[src/rtl/ula_seq_pkg.sv]
// rtl/ula_seq_pkg.sv - op codes, FSM states and iterative-op decode bounds for ula_seq
package ula_seq_pkg;

  typedef enum logic [4:0] {
    OP_ADD  = 5'd0,
    OP_SUB  = 5'd1,
    OP_AND  = 5'd2,
    OP_OR   = 5'd3,
    OP_SLT  = 5'd4,
    OP_SLTU = 5'd5,
    OP_XOR  = 5'd6,
    OP_SLL  = 5'd7,
    OP_SRL  = 5'd8,
    OP_SRA  = 5'd9,
    OP_MUL  = 5'd10,
    OP_DIVU = 5'd11,
    OP_REMU = 5'd12
  } op_e;

  typedef enum logic [1:0] {
    S_IDLE = 2'd0,
    S_CALC = 2'd1,
    S_DONE = 2'd2
  } state_e;

  typedef enum logic [1:0] {
    IT_MUL  = 2'd0,
    IT_DIVU = 2'd1,
    IT_REMU = 2'd2
  } iter_e;

  localparam logic [4:0] OP_ITER_FIRST = 5'd10;
  localparam logic [4:0] OP_ITER_LAST  = 5'd12;

endpackage

[src/rtl/ula_seq_iter.sv]
// rtl/ula_seq_iter.sv - iterative shift-add multiply and restoring divide (divide under ULA_SEQ_DIV_EN)
module ula_seq_iter
  import ula_seq_pkg::*;
#(
  parameter int XLEN = 32,
  parameter int CNTW = $clog2(XLEN) + 1
) (
  input  logic            clk,
  input  logic            rst_n,
  input  logic            load,
  input  logic            step,
  input  iter_e           mode,
  input  logic [XLEN-1:0] a,
  input  logic [XLEN-1:0] b,
  output logic [CNTW-1:0] cnt,
  output logic [XLEN-1:0] res_nxt
);

  logic [XLEN-1:0] acc, x, y;
  logic [XLEN-1:0] acc_n, x_n, y_n;

`ifdef ULA_SEQ_DIV_EN
  iter_e         mode_q;
  logic [XLEN:0] rem_sh, diff;
  // acc is the partial remainder, x shifts the dividend out and the quotient in
  assign rem_sh = {acc, x[XLEN-1]};
  assign diff   = rem_sh - {1'b0, y};
`endif

  always_comb begin
    acc_n = acc;
    x_n   = x;
    y_n   = y;
`ifdef ULA_SEQ_DIV_EN
    if (mode_q != IT_MUL) begin
      if (!diff[XLEN]) begin
        acc_n = diff[XLEN-1:0];
        x_n   = {x[XLEN-2:0], 1'b1};
      end else begin
        acc_n = rem_sh[XLEN-1:0];
        x_n   = {x[XLEN-2:0], 1'b0};
      end
    end else
`endif
    begin
      if (x[0]) acc_n = acc + y;
      x_n = x >> 1;
      y_n = y << 1;
    end
  end

  always_comb begin
    res_nxt = acc_n;
`ifdef ULA_SEQ_DIV_EN
    if (mode_q == IT_DIVU) res_nxt = x_n;
`endif
  end

  always_ff @(posedge clk or negedge rst_n) begin
    if (!rst_n) begin
      acc <= '0;
      x   <= '0;
      y   <= '0;
      cnt <= '0;
`ifdef ULA_SEQ_DIV_EN
      mode_q <= IT_MUL;
`endif
    end else if (load) begin
      acc <= '0;
      x   <= (mode == IT_MUL) ? b : a;
      y   <= (mode == IT_MUL) ? a : b;
      cnt <= CNTW'(XLEN);
`ifdef ULA_SEQ_DIV_EN
      mode_q <= mode;
`endif
    end else if (step && cnt != '0) begin
      acc <= acc_n;
      x   <= x_n;
      y   <= y_n;
      cnt <= cnt - 1'b1;
    end
  end

endmodule

[src/rtl/ula_seq.sv]
// rtl/ula_seq.sv - sequential ALU with start/busy/done handshake; DIVU/REMU enabled by ULA_SEQ_DIV_EN
module ula_seq
  import ula_seq_pkg::*;
#(
  parameter int XLEN = 32
) (
  input  logic            clk,
  input  logic            rst_n,
  input  logic            start,
  input  logic [4:0]      op,
  input  logic [XLEN-1:0] a,
  input  logic [XLEN-1:0] b,
  output logic            busy,
  output logic            done,
  output logic [XLEN-1:0] out,
  output logic            zero
);

  localparam int CNTW = $clog2(XLEN) + 1;
  localparam int SHW  = $clog2(XLEN);

  state_e          state_q, state_n;
  logic            iter_req, load, wr;
  iter_e           it_mode;
  logic [CNTW-1:0] cnt;
  logic [XLEN-1:0] iter_res, alu_res, res_d;
  logic [SHW-1:0]  shamt;

  assign shamt = b[SHW-1:0];

  always_comb begin
    iter_req = 1'b0;
    it_mode  = IT_MUL;
    if (op >= OP_ITER_FIRST && op <= OP_ITER_LAST) begin
      case (op)
        OP_MUL:  begin iter_req = 1'b1; it_mode = IT_MUL;  end
`ifdef ULA_SEQ_DIV_EN
        OP_DIVU: begin iter_req = 1'b1; it_mode = IT_DIVU; end
        OP_REMU: begin iter_req = 1'b1; it_mode = IT_REMU; end
`endif
        default: ;
      endcase
    end
  end

  always_comb begin
    alu_res = '0;
    case (op)
      OP_ADD:  alu_res = a + b;
      OP_SUB:  alu_res = a - b;
      OP_AND:  alu_res = a & b;
      OP_OR:   alu_res = a | b;
      OP_SLT:  alu_res = {{(XLEN-1){1'b0}}, $signed(a) < $signed(b)};
      OP_SLTU: alu_res = {{(XLEN-1){1'b0}}, a < b};
      OP_XOR:  alu_res = a ^ b;
      OP_SLL:  alu_res = a << shamt;
      OP_SRL:  alu_res = a >> shamt;
      OP_SRA:  alu_res = $unsigned($signed(a) >>> shamt);
      default: alu_res = '0;
    endcase
  end

  always_comb begin
    state_n = state_q;
    load    = 1'b0;
    case (state_q)
      S_IDLE: if (start) begin
        load    = iter_req;
        state_n = iter_req ? S_CALC : S_DONE;
      end
      S_CALC: if (cnt == CNTW'(1)) state_n = S_DONE;
      S_DONE: state_n = S_IDLE;
      default: state_n = S_IDLE;
    endcase
  end

  // results are captured on the edge into DONE so out/zero are valid with done
  assign wr    = (state_q == S_IDLE && start && !iter_req) ||
                 (state_q == S_CALC && cnt == CNTW'(1));
  assign res_d = (state_q == S_CALC) ? iter_res : alu_res;

  always_ff @(posedge clk or negedge rst_n) begin
    if (!rst_n) begin
      state_q <= S_IDLE;
      out     <= '0;
      zero    <= 1'b1;
    end else begin
      state_q <= state_n;
      if (wr) begin
        out  <= res_d;
        zero <= (res_d == '0);
      end
    end
  end

  assign busy = (state_q != S_IDLE);
  assign done = (state_q == S_DONE);

  ula_seq_iter #(.XLEN(XLEN), .CNTW(CNTW)) u_iter (
    .clk     (clk),
    .rst_n   (rst_n),
    .load    (load),
    .step    (state_q == S_CALC),
    .mode    (it_mode),
    .a       (a),
    .b       (b),
    .cnt     (cnt),
    .res_nxt (iter_res)
  );

endmodule

[config.mk]
export PLATFORM = sky130hd
export DESIGN_NAME = ula_seq
export DESIGN_NICKNAME = d
export VERILOG_FILES = /design/src/rtl/ula_seq_pkg.sv /design/src/rtl/ula_seq_iter.sv /design/src/rtl/ula_seq.sv
export SDC_FILE = /design/constraint.sdc
export NUM_CORES = 1
export LEC_CHECK = 0
export CAP_MARGIN = 10
export CORE_MARGIN = 5
export CORE_UTILIZATION = 45
export CTS_BUF_LIST = sky130_fd_sc_hd__clkbuf_16
export CTS_CLUSTER_SIZE = 25
export DETAILED_ROUTE_END_ITERATION = 8
export SLEW_MARGIN = 40
export SYNTH_ARGS = -nofsm -noshare
export SYNTH_HDL_FRONTEND = slang
export SYNTH_SLANG_ARGS = --single-unit
[constraint.sdc]
create_clock -name clk -period 9.4 [get_ports clk]
set_clock_uncertainty 0.2 [all_clocks]
set_input_delay 0.94 -clock clk [delete_from_list [all_inputs] [get_ports clk]]
set_output_delay 0.94 -clock clk [all_outputs]
set_load 0.02 [all_outputs]
==> results.py <==
metrics = {
    "synthesis": {
        "synth_nets": 2532,
        "ys_types": 103,
        "avgSynthCellArea_um2": 7.59,
        "synth_edf_count": 0,
        "synth-async-reset-ratio": 1.00,
        "yosysSeqAreaShare": 0.194,
        "synth_seq_cells": 137,
        "synthesis.area_um2": 17700,
        "synth_top_area_cell": "dfrtp_1",
        "yosysTopAreaCellShare": 0.193,
        "synth_cells": 2327,
        "yosysWarnings": 0,
        "synthFlopType": "dfrtp_1",
        "synth_top_cells_by_area": "dfrtp_1 (19%), ha_1 (9.2%), nand2_1 (6.7%)",
    },
    "place": {
        "numPortBuffers": 106,
        "placedCellCount": 2826,
        "dp_hpwl_mm": 68.4,
        "place.gp.congestion": 1.08,
    },
    "route": {
        "drt_iter0_markers": 2709,
        "drc": 0,
        "avgViaCountPerCell": 7.05,
        "ant_nets": 0,
        "routedWlPerCell_um": 31.8,
        "drt_wl_total_mm": 91.0,
        "vias": 20200,
        "dr.pass1.iters": 6,
    },
    "global_route": {
        "grt_use_total": 0.404,
        "antenna_found_initial": 4,
        "globalRouteOverflowTotal": 0,
        "grt_max_degree": 71,
        "grt_pass1_wl_mm": 132,
        "first_global_vias": 19100,
    },
    "sta": {
        "fin_crit_ps": 5830,
        "setup_tns_ps": 0,
        "drv_slew": 0,
        "hold_violations": 0,
        "worst_slew_pin_slew_ps": 961,
        "setup_viol_count_final": 0,
        "slew_headroom": 0.355,
        "grt_setup_unrepaired": "false",
        "max_clock_freq_mhz": 172,
        "fin_crit_sh": 0.620,
    },
    "floorplan": {
        "die_x_um": 208,
        "ios": 107,
        "initial_core_util": 0.456,
        "die_y_um": 208,
        "rows": 72,
        "die_area_um2": 43300,
        "core_area_um2": 38700,
    },
    "power_and_ir_drop": {
        "p_per_area_nw_per_um2": 179,
        "peakVddDrop_mv": 0.131,
        "p_leak_nw": 8.25,
    },
    "layout": {
        "drive_gt1_frac": 0.0902,
        "layout.nets": 2532,
        "finish.utilization": 0.505,
        "final_cell_count_no_fill": 2859,
        "layout_commonest_cell": "nand2_1",
        "area_growth_pct": 10.7,
        "final_cell_mix": "nand2_1 (314), nor2_1 (211), a21oi_1 (164), o21ai_0 (137), dfrtp_1 (136)",
    },
    "cts": {
        "post_cts_buffers": 0,
        "clk-insertion-delay-late_ps": 490,
        "cts.sinks": 137,
        "htree_levels": 4,
        "postCtsResizedCells": 0,
        "path_clk_slew_ps": 70,
        "cts_tree": "yes",
        "cts-buffers-inserted": 17,
        "cts_root_buffer": "clkbuf_16",
        "clockBufferDepth": 2,
        "cts_hold_buf": 0,
    },
    "setup_path": {
        "critPathArrivalTime_ps": 6010,
        "reg2reg_slack_ps": 4840,
        "required_ps": 9580,
        "crit_chain": "clkdlybuf4s50_1 -> inv_1 -> ha_1 -> nand2_1 -> o21ai_0 -> a31oi_1 -> o211ai_1 -> a31oi_1 -> nor4b_2 -> o21ai_0 -> nor4_1 -> and4_1 -> nand4b_1 -> o41ai_2",
        "cp-start-kind": "input port",
        "critPathMaxStageDelay_ps": 970,
        "crit_fanout": 14,
        "critPathSlowestCell": "clkdlybuf4s50_1",
        "crit_type": "input port to flip-flop",
        "end_kind": "flip-flop",
    },
    "worst_hold_path": {
        "hold_path_class": "flip-flop to flip-flop",
    },
    "flow_run": {
        "maxCapViolations": 0,
    },
    "status": {
        "status": "finished, final reports clean",
    },
}
[logic make-up after synthesis]
| kind of cell | synth area share |
|---|---|
| fa+ha+maj | 0.0955 |
| xor+xnor | 0.0268 |
| mux | 0.0972 |
| simple gates | 0.217 |
| flops | 0.194 |
| compound gates | 0.297 |
| buf+inv | 0.0720 |
[state kept, by name, summed over array words and instances (netlist names)]
name,cells
u_iter.y,32
state_q,2
out,32
u_iter.cnt,6
u_iter.x,32
zero,1
u_iter.acc,32
[metal layers]
layer / global-route usage / vias up / routed length (um) / share of wire
met2: 0.588 / 1330 / 38100 / 0.42
met3: 0.115 / 272 / 10700 / 0.12
li1: - / 8683 / - / -
met5: 0 / - / 34 / 0.00037
met1: 0.544 / 9861 / 36200 / 0.40
met4: 0.218 / 6 / 5980 / 0.066
[cell type report]
class	instances	area, um^2
fill	3812	19200
inverter	108	408
sequential	137	3430
tap	518	648
clock buffer	17	425
timing repair buffer	159	1430
multi-input combinational	1904	13100
clock inverter	15	149
antenna	1	2.50
[cell usage after synthesis (11+ instances only)]
| library cell | count |
|---|---|
| a21o_1 | 28 |
| and3_1 | 11 |
| o211ai_1 | 29 |
| nor3_1 | 47 |
| nor2b_1 | 22 |
| a211oi_1 | 41 |
| and2_1 | 12 |
| o2111ai_1 | 11 |
| buf_6 | 15 |
| nand2b_1 | 15 |
| mux2i_1 | 57 |
| xnor2_1 | 39 |
| nor2_1 | 213 |
| a22oi_1 | 65 |
| clkbuf_1 | 127 |
| a22o_1 | 11 |
| buf_1 | 16 |
| o31ai_1 | 17 |
| ha_1 | 130 |
| mux2_2 | 28 |
| nand3_1 | 76 |
| or3_1 | 16 |
| nand4_1 | 24 |
| a31oi_1 | 35 |
| nor4_1 | 21 |
| o22ai_1 | 40 |
| xor2_1 | 15 |
| o21ai_0 | 139 |
| or2_2 | 13 |
| nand2_1 | 315 |
| mux4_2 | 28 |
| o221ai_1 | 11 |
| a221oi_1 | 21 |
| dfrtp_1 | 136 |
| inv_1 | 105 |
| a21oi_1 | 165 |
| o21bai_1 | 14 |
[worst max-delay path, delay by kind of cell]
kind | cells | cell delay [ps]
simple gates | 5 | 1130
compound gates | 6 | 2150
buf+inv | 2 | 1110
fa+ha+maj | 1 | 660
[where the power goes]
group / internal, W / switching [W]
Clock: 0.000350 / 0.000331
Combinational: 0.000674 / 0.00117
Sequential: 0.000784 / 0.000183
Total: 0.00181 / 0.00168
[per-stage QoR]
stage / total power, W / setup WS [ps] / cell area, um^2 / hold slack, ps
2_1_floorplan: 0.00213 / 4260 / 17700 / 246
3_3_place_gp: 0.00270 / 3400 / 18900 / 258
3_5_place_dp: 0.00274 / 3310 / 19000 / 264
4_1_cts: 0.00343 / 3800 / 19500 / 280
5_1_grt: 0.00369 / 3300 / 19500 / 303
6_report: 0.00349 / 3570 / 19500 / 276
[worst paths after layout]
| kind | startpoint | end | cells past startpoint |
|---|---|---|---|
| setup / recovery | a[8] | zero$_DFFE_PN1P_ | 14 |
| hold / removal | u_iter.x[4]$_DFFE_PN0P_ | u_iter.x[4]$_DFFE_PN0P_ | 2 |
| min in group asynchronous | rst_n | u_iter.y[3]$_DFFE_PN0P_ | 1 |
| hold reg to reg | u_iter.x[4]$_DFFE_PN0P_ | u_iter.x[4]$_DFFE_PN0P_ | 2 |
| max in group asynchronous | rst_n | u_iter.x[15]$_DFFE_PN0P_ | 2 |
| setup reg to reg | u_iter.y[0]$_DFFE_PN0P_ | zero$_DFFE_PN1P_ | 13 |
Note: power is estimated with default switching activity, not from simulation.
